==> src/rtl/prog_sequencer_if.sv <==
// Bundle of the loader/control and processor-side signals of prog_sequencer.
// The master side is the sequencer itself; the slave side is the bench or loader.
interface prog_sequencer_if #(
  parameter int AW = 5
) ();
  logic          Start;
  logic          Abort;
  logic          LoadEn;
  logic [AW-1:0] LoadAddr;
  logic [15:0]   LoadData;
  logic [AW:0]   ProgLen;
  logic          Done;
  logic [15:0]   DIN;
  logic          Run;
  logic          Busy;
  logic          Finished;
  logic          Error;
  logic [AW-1:0] PC;
  logic [AW:0]   InstrCount;

  modport master (
    input  Start, Abort, LoadEn, LoadAddr, LoadData, ProgLen, Done,
    output DIN, Run, Busy, Finished, Error, PC, InstrCount
  );

  modport slave (
    output Start, Abort, LoadEn, LoadAddr, LoadData, ProgLen, Done,
    input  DIN, Run, Busy, Finished, Error, PC, InstrCount
  );
endinterface

==> src/rtl/prog_sequencer.sv <==
// Program-store driven instruction feeder for the proc datapath: issues words and
// mvi immediates on DIN with Run, waits for Done, flags hangs and truncated mvi.
module prog_sequencer #(
  parameter int         AW         = 5,
  parameter logic [2:0] MVI_OPCODE = 3'b001,
  parameter int         TIMEOUT    = 15
) (
  input logic              Clock,
  input logic              Resetn,
  prog_sequencer_if.master bus
);

  localparam int          TW    = $clog2(TIMEOUT + 1);
  localparam int          DEPTH = 1 << AW;
  localparam logic [AW:0] LEN_MAX = (AW+1)'(DEPTH);

  typedef enum logic [2:0] {
    S_IDLE,
    S_ISSUE,
    S_IMM,
    S_WAIT,
    S_DONE,
    S_ERR
  } state_t;

  state_t        state_q, state_d;
  logic [AW-1:0] pc_q, pc_d;
  logic [AW:0]   cnt_q, cnt_d;
  logic [AW:0]   len_q, len_d;
  logic [TW-1:0] tmo_q, tmo_d;

  logic [15:0]   mem_q [DEPTH];

  logic [15:0]   cur_word;
  logic [AW:0]   pc_inc;
  logic [AW:0]   len_start;
  logic          is_mvi;

  assign cur_word  = mem_q[pc_q];
  assign pc_inc    = {1'b0, pc_q} + (AW+1)'(1);
  assign is_mvi    = (cur_word[15:13] == MVI_OPCODE);
  assign len_start = (bus.ProgLen > LEN_MAX) ? LEN_MAX : bus.ProgLen;

  // Store contents survive reset so a program can be loaded once and rerun.
  always_ff @(posedge Clock) begin
    if (state_q == S_IDLE && bus.LoadEn) begin
      mem_q[bus.LoadAddr] <= bus.LoadData;
    end
  end

  always_ff @(posedge Clock or negedge Resetn) begin
    if (!Resetn) begin
      state_q <= S_IDLE;
      pc_q    <= '0;
      cnt_q   <= '0;
      len_q   <= '0;
      tmo_q   <= '0;
    end else begin
      state_q <= state_d;
      pc_q    <= pc_d;
      cnt_q   <= cnt_d;
      len_q   <= len_d;
      tmo_q   <= tmo_d;
    end
  end

  always_comb begin
    state_d = state_q;
    pc_d    = pc_q;
    cnt_d   = cnt_q;
    len_d   = len_q;
    tmo_d   = tmo_q;

    case (state_q)
      S_IDLE, S_DONE, S_ERR: begin
        if (state_q == S_DONE) begin
          state_d = S_IDLE;
        end
        if (bus.Start) begin
          pc_d    = '0;
          cnt_d   = '0;
          len_d   = len_start;
          state_d = (bus.ProgLen == '0) ? S_DONE : S_ISSUE;
        end
      end

      S_ISSUE: begin
        if (is_mvi && (pc_inc >= len_q)) begin
          state_d = S_ERR;
        end else if (is_mvi) begin
          pc_d    = pc_inc[AW-1:0];
          state_d = S_IMM;
        end else begin
          tmo_d   = '0;
          state_d = S_WAIT;
        end
      end

      S_IMM, S_WAIT: begin
        if (bus.Done) begin
          cnt_d = cnt_q + (AW+1)'(1);
          if (pc_inc == len_q) begin
            state_d = S_DONE;
          end else begin
            pc_d    = pc_inc[AW-1:0];
            state_d = S_ISSUE;
          end
        end else if (state_q == S_IMM) begin
          tmo_d   = '0;
          state_d = S_WAIT;
        end else if (tmo_q == TW'(TIMEOUT - 1)) begin
          state_d = S_ERR;
        end else begin
          tmo_d = tmo_q + TW'(1);
        end
      end

      default: state_d = S_IDLE;
    endcase

    // Abort overrides everything but keeps PC/InstrCount for post-mortem.
    if (bus.Abort) begin
      state_d = S_IDLE;
      pc_d    = pc_q;
      cnt_d   = cnt_q;
      len_d   = len_q;
      tmo_d   = tmo_q;
    end
  end

  always_comb begin
    bus.Busy       = (state_q == S_ISSUE) || (state_q == S_IMM) || (state_q == S_WAIT);
    bus.Run        = bus.Busy;
    bus.DIN        = bus.Busy ? cur_word : 16'h0000;
    bus.Finished   = (state_q == S_DONE);
    bus.Error      = (state_q == S_ERR);
    bus.PC         = pc_q;
    bus.InstrCount = cnt_q;
  end

endmodule
==> src/flat_wrapper.sv <==
// flat-port wrapper written by rule: the top's interface ports become plain ports
module prog_sequencer_flat 
#(
  parameter int         AW         = 5,
  parameter logic [2:0] MVI_OPCODE = 3'b001,
  parameter int         TIMEOUT    = 15
)
  (Clock, Resetn, bus_Start, bus_Abort, bus_LoadEn, bus_LoadAddr, bus_LoadData, bus_ProgLen, bus_Done, bus_DIN, bus_Run, bus_Busy, bus_Finished, bus_Error, bus_PC, bus_InstrCount);
  prog_sequencer_if #(.AW(AW)) bus_i ();
  input logic Clock;
  input logic Resetn;
  input wire logic [$bits(bus_i.Start)-1:0] bus_Start;
  input wire logic [$bits(bus_i.Abort)-1:0] bus_Abort;
  input wire logic [$bits(bus_i.LoadEn)-1:0] bus_LoadEn;
  input wire logic [$bits(bus_i.LoadAddr)-1:0] bus_LoadAddr;
  input wire logic [$bits(bus_i.LoadData)-1:0] bus_LoadData;
  input wire logic [$bits(bus_i.ProgLen)-1:0] bus_ProgLen;
  input wire logic [$bits(bus_i.Done)-1:0] bus_Done;
  output wire logic [$bits(bus_i.DIN)-1:0] bus_DIN;
  output wire logic [$bits(bus_i.Run)-1:0] bus_Run;
  output wire logic [$bits(bus_i.Busy)-1:0] bus_Busy;
  output wire logic [$bits(bus_i.Finished)-1:0] bus_Finished;
  output wire logic [$bits(bus_i.Error)-1:0] bus_Error;
  output wire logic [$bits(bus_i.PC)-1:0] bus_PC;
  output wire logic [$bits(bus_i.InstrCount)-1:0] bus_InstrCount;
  assign bus_i.Start = bus_Start;
  assign bus_i.Abort = bus_Abort;
  assign bus_i.LoadEn = bus_LoadEn;
  assign bus_i.LoadAddr = bus_LoadAddr;
  assign bus_i.LoadData = bus_LoadData;
  assign bus_i.ProgLen = bus_ProgLen;
  assign bus_i.Done = bus_Done;
  assign bus_DIN = bus_i.DIN;
  assign bus_Run = bus_i.Run;
  assign bus_Busy = bus_i.Busy;
  assign bus_Finished = bus_i.Finished;
  assign bus_Error = bus_i.Error;
  assign bus_PC = bus_i.PC;
  assign bus_InstrCount = bus_i.InstrCount;
  prog_sequencer #(.AW(AW), .MVI_OPCODE(MVI_OPCODE), .TIMEOUT(TIMEOUT)) u_core (.Clock(Clock), .Resetn(Resetn), .bus(bus_i));
endmodule
==> config.mk <==
export PLATFORM = sky130hd
export DESIGN_NAME = prog_sequencer_flat
export DESIGN_NICKNAME = d
export VERILOG_FILES = /design/src/rtl/prog_sequencer_if.sv /design/src/rtl/prog_sequencer.sv /design/src/flat_wrapper.sv
export SDC_FILE = /design/constraint.sdc
export NUM_CORES = 1
export LEC_CHECK = 0
export CAP_MARGIN = 10
export CORE_ASPECT_RATIO = 0.9
export CORE_MARGIN = 3
export CORE_UTILIZATION = 60
export CTS_CLUSTER_SIZE = 12
export DETAILED_ROUTE_END_ITERATION = 6
export PLACE_DENSITY_LB_ADDON = 0.05
export SYNTH_ARGS = -nofsm -noshare
export SYNTH_HDL_FRONTEND = slang
export SYNTH_SLANG_ARGS = --single-unit
==> constraint.sdc <==
create_clock -name Clock -period 8 [get_ports Clock]
set_clock_uncertainty 0.05 [all_clocks]
set_input_delay 1.2 -clock Clock [delete_from_list [all_inputs] [get_ports Clock]]
set_output_delay 1.2 -clock Clock [all_outputs]
set_load 0.01 [all_outputs]
==> metrics.sh <==
INTERNAL-POWER_mW=4.927
STATIC-LEAKAGE-POWER_nW=7.492
CTS.REPORTEDPATHS.CLKPINSLEW_PS=60
CRITPATHMAXFANOUT=46
SYNTH_AREA_LEADERS='sky130_fd_sc_hd__edfxtp_1, sky130_fd_sc_hd__mux4_2, sky130_fd_sc_hd__mux2i_1, sky130_fd_sc_hd__dfrtp_1, sky130_fd_sc_hd__o221ai_1'
PLACEMENT_ROWS=64
SYNTHESIS_WARNINGS=0
CTS-RESIZED-GATES=0
PORT_BUFFERS=63
FIN_AREA_MM2=0.02409
SYNTHFLOPTYPE='sky130_fd_sc_hd__edfxtp_1'
ASYNCSETRESETFLOPFRACSYNTH_PCT=4.478
REPORT.POWER.TOTAL_mW=6.681
SHARE_CLK_OF_TOTAL_POWER_PCT=31.9
DIE-AREA_MM2=0.03785
TIMING.SETUP.CRITICAL_PATH_CLASS='reg -> out'
GR-USAGE-ALL-LAYERS_PCT=26.09
SYNTH.TOP_CELLS.BY_COUNT='sky130_fd_sc_hd__edfxtp_1, sky130_fd_sc_hd__mux2i_1, sky130_fd_sc_hd__mux4_2'
GRT_PASS1_VIAS=11200
YOSYSMOSTFREQUENTCELL='sky130_fd_sc_hd__edfxtp_1'
ROOT_BUFFER='sky130_fd_sc_hd__clkbuf_16'
FIRSTDRTPASSITERS=5
SHARE_OF_POST_ROUTE_CELLS_WITH_DRIVE_STRENGTH_ABOVE_1_PCT=15.91
PLACED_CELL_AREA_MM2=0.02264
MAX_CAP_VIOL_COUNT=0
MAXCLOCKFREQUENCY_MHz=175.7
IO_PINS=64
FINAL-HOLD-VIOLATION-COUNT=0
RSZ_0062_RAISED_AFTER_GLOBAL_ROUTING='no'
ANT_NETS=0
FP.DIEW_UM=204.7
START_KIND='flip-flop'
SYNTHDISTINCTLIBCELLS=53
ROUTE.VIAS.TOTAL=11350
REQUIRED_PS=6750
VDD_IR_DROP_MAX_uV=198.6
FINAL.SETUP.TNS_PS=0
HOLD_PATH.CLASS='reg -> reg'
POSTLAYOUTCOREUTIL_PCT=69.79
SYN_AREA_PER_CELL_UM2=18.26
FIRST_PASS_GRT_WIRE_LENGTH_UM=72260
SYNTH-EDFF-COUNT=512
YOSYSSEQAREASHARE_PCT=74.90
DESIGN.FINAL.NETS=1303
SYN_INST=1168
GR_OVERFLOW_TOTAL=0
CTS-BUFFERS-INSERTED=52
POST-SYNTH-TOP-AREA-CELL='sky130_fd_sc_hd__edfxtp_1'
ROUTED_WIRELENGTH_UM=47680
DIE_HEIGHT_UM=184.9
HOLDBUFCOUNTCTS=0
PERIOD_MINUS_SLACK_PS=5693
NUMCLOCKSINKS=536
CTS_TREE='yes'
MAPPEDNETLISTNETS=1211
NET-SWITCHING-POWER_mW=1.754
CTSLONGESTPATHBUFFERS=3
FLOORPLAN.INITIALDENSITY_PCT=61.80
CTS_POST_SETUP_BUFFERS_INSERTED=0
SYNTHDOMINANTCELLAREASHARE_PCT=72.09
MAXIMUM_NUMBER_OF_PINS_ON_ONE_NET_BEFORE_GLOBAL_ROUTE_REPAIR=85
SYNTHESIS_STAGE_REGISTER_BIT_COUNT=536
STATUS='completed'
HPWLAFTERDP_UM=27310
WORST_PIN_SLEW_PS=1209
FP.COREAREA_MM2=0.03451
POST-ROUTE-PERIOD-UTIL_PCT=71.16
SYNTHESIS.AREA_MM2=0.02133
WIRE_PER_INST_UM=27.32
WORSTSKEWPAIRLATENCY_PS=580
GRT_ANTENNA_BEFORE_REPAIR=2
FINAL_ROUTED_DRC_VIOLATION_TOTAL=0
SWITCHING_SHARE_PCT=26.25
SEQPWRFRAC_PCT=48.8
DRTITER0DRC=1116
SLEW-LIMIT-HEADROOM_PCT=19.32
VIAS_PER_CELL=6.502
CTSHTREEMAXLEVEL=2
GP_CONGESTION=0.8022
SETUP_VIOLATIONS=0
POWER.SHARE.COMBINATIONAL_PCT=19.3
FINALHOLDWORSTSLACK_PS=424.3
SETUP.WORST_PATH.END_CLASS='output port'
FLOW.AREA_GROWTH_FROM_SYNTHESIS_PCT=12.94
WORSTPATHARRIVAL_PS=4440
POWER.DENSITY_mW_PER_MM2=277.3
SLEW_VIOL_FINAL=0
-- logic make-up (layout without fill, tap and decap cells) --
group | Yosys count | in the layout | share of synthesized area [%]
AOI/OAI and AO/OA | 160 | 160 | 5.327
xor gates and xnor gates | 7 | 7 | 0.2875
adders and majority gates | 10 | 10 | 0.5866
buffers and inverters | 76 | 190 | 1.467
DFF | 536 | 536 | 74.90
muxes | 200 | 200 | 13.62
other | 0 | 1 | 0
and+or+nand+nor | 179 | 179 | 3.807
-- cells in the final DEF (no fill, tap or decap), drive strengths merged, types with 10 or more instances in the layout --
cell type	netlist	layout
edfxtp	512	512
mux2i	126	126
mux4	72	72
nor2	69	69
clkbuf	37	65
clkdlybuf4s50	0	63
nand2	58	58
o221ai	52	52
buf	25	37
a21oi	32	32
o22ai	26	26
dfrtp	24	24
inv	14	16
a211oi	15	15
o21ai	14	14
ha	10	10
-- path summary, 6_finish.rpt --
check / start / endpoint / slack, ps / cells past startpoint
hold / removal: u_core.len_q[0]$_DFFE_PN0P_ / u_core.len_q[0]$_DFFE_PN0P_ / 420 / 2
min in group asynchronous: Resetn / u_core.bus.InstrCount[5]$_DFFE_PN0P_ / 950 / 2
hold reg to reg: u_core.len_q[0]$_DFFE_PN0P_ / u_core.len_q[0]$_DFFE_PN0P_ / 420 / 2
setup reg to reg: u_core.bus.PC[0]$_DFFE_PN0P_ / u_core.tmo_q[1]$_DFFE_PN0P_ / 3730 / 8
setup / recovery: u_core.bus.PC[0]$_DFFE_PN0P_ / bus_DIN[13] / 2310 / 6
max in group asynchronous: Resetn / u_core.bus.PC[0]$_DFFE_PN0P_ / 6670 / 2
-- registers in the layout, indices dropped and copies added, names as in the netlist --
signal                 flops
u_core.bus.PC              5
u_core.mem_q             512
u_core.len_q               6
u_core.tmo_q               4
u_core.state_q             3
u_core.bus.InstrCount      6
-- cell type report --
class	instances	area (um2)
sequential	536	15980
fill	2175	10430
multi-input combinational	556	5115
clock buffer	65	1350
timing repair buffer	100	928.4
tap	462	578.1
clock inverter	11	78.83
inverter	14	52.55
antenna	1	2.502
-- worst max-delay path: stages, from the launching register on --
cell                              delay, ps
sky130_fd_sc_hd__dfrtp_4                990
sky130_fd_sc_hd__buf_4                  620
sky130_fd_sc_hd__mux4_2                 580
sky130_fd_sc_hd__mux4_2                 520
sky130_fd_sc_hd__mux2i_1                400
sky130_fd_sc_hd__nor2_1                 170
sky130_fd_sc_hd__clkdlybuf4s50_1        520
-- per-layer routing --
metal,part of all wire [%],vias up,global-route usage (%),wire (um)
met3,8.9,79,5.904,4235
met5,0.023,-,0,11
li1,-,4938,-,-
met2,45,500,38.74,21660
met1,43,5827,40.14,20680
met4,2.3,2,6.604,1090
-- metrics by stage --
step | setup slack [ps] | std cells
final | 2307 | 1745
after global routing | 2124 | 1744
after CTS | 2255 | 1743
after detailed placement | 2880 | 1667
after global placement | 2936 | 1667
after floorplan | 3688 | 1168
-- power groups by stage --
| stage | registers, mW | logic [mW] | clock network, mW |
|---|---|---|---|
| global placement | 3.32 | 1.28 | 0 |
| floorplan | 3.22 | 0.944 | 0 |
| global route | 3.27 | 1.40 | 2.29 |
| detailed placement | 3.32 | 1.29 | 0 |
| finish | 3.26 | 1.29 | 2.13 |
| CTS | 3.26 | 1.30 | 2.17 |
(Power assumes the default switching activity.)
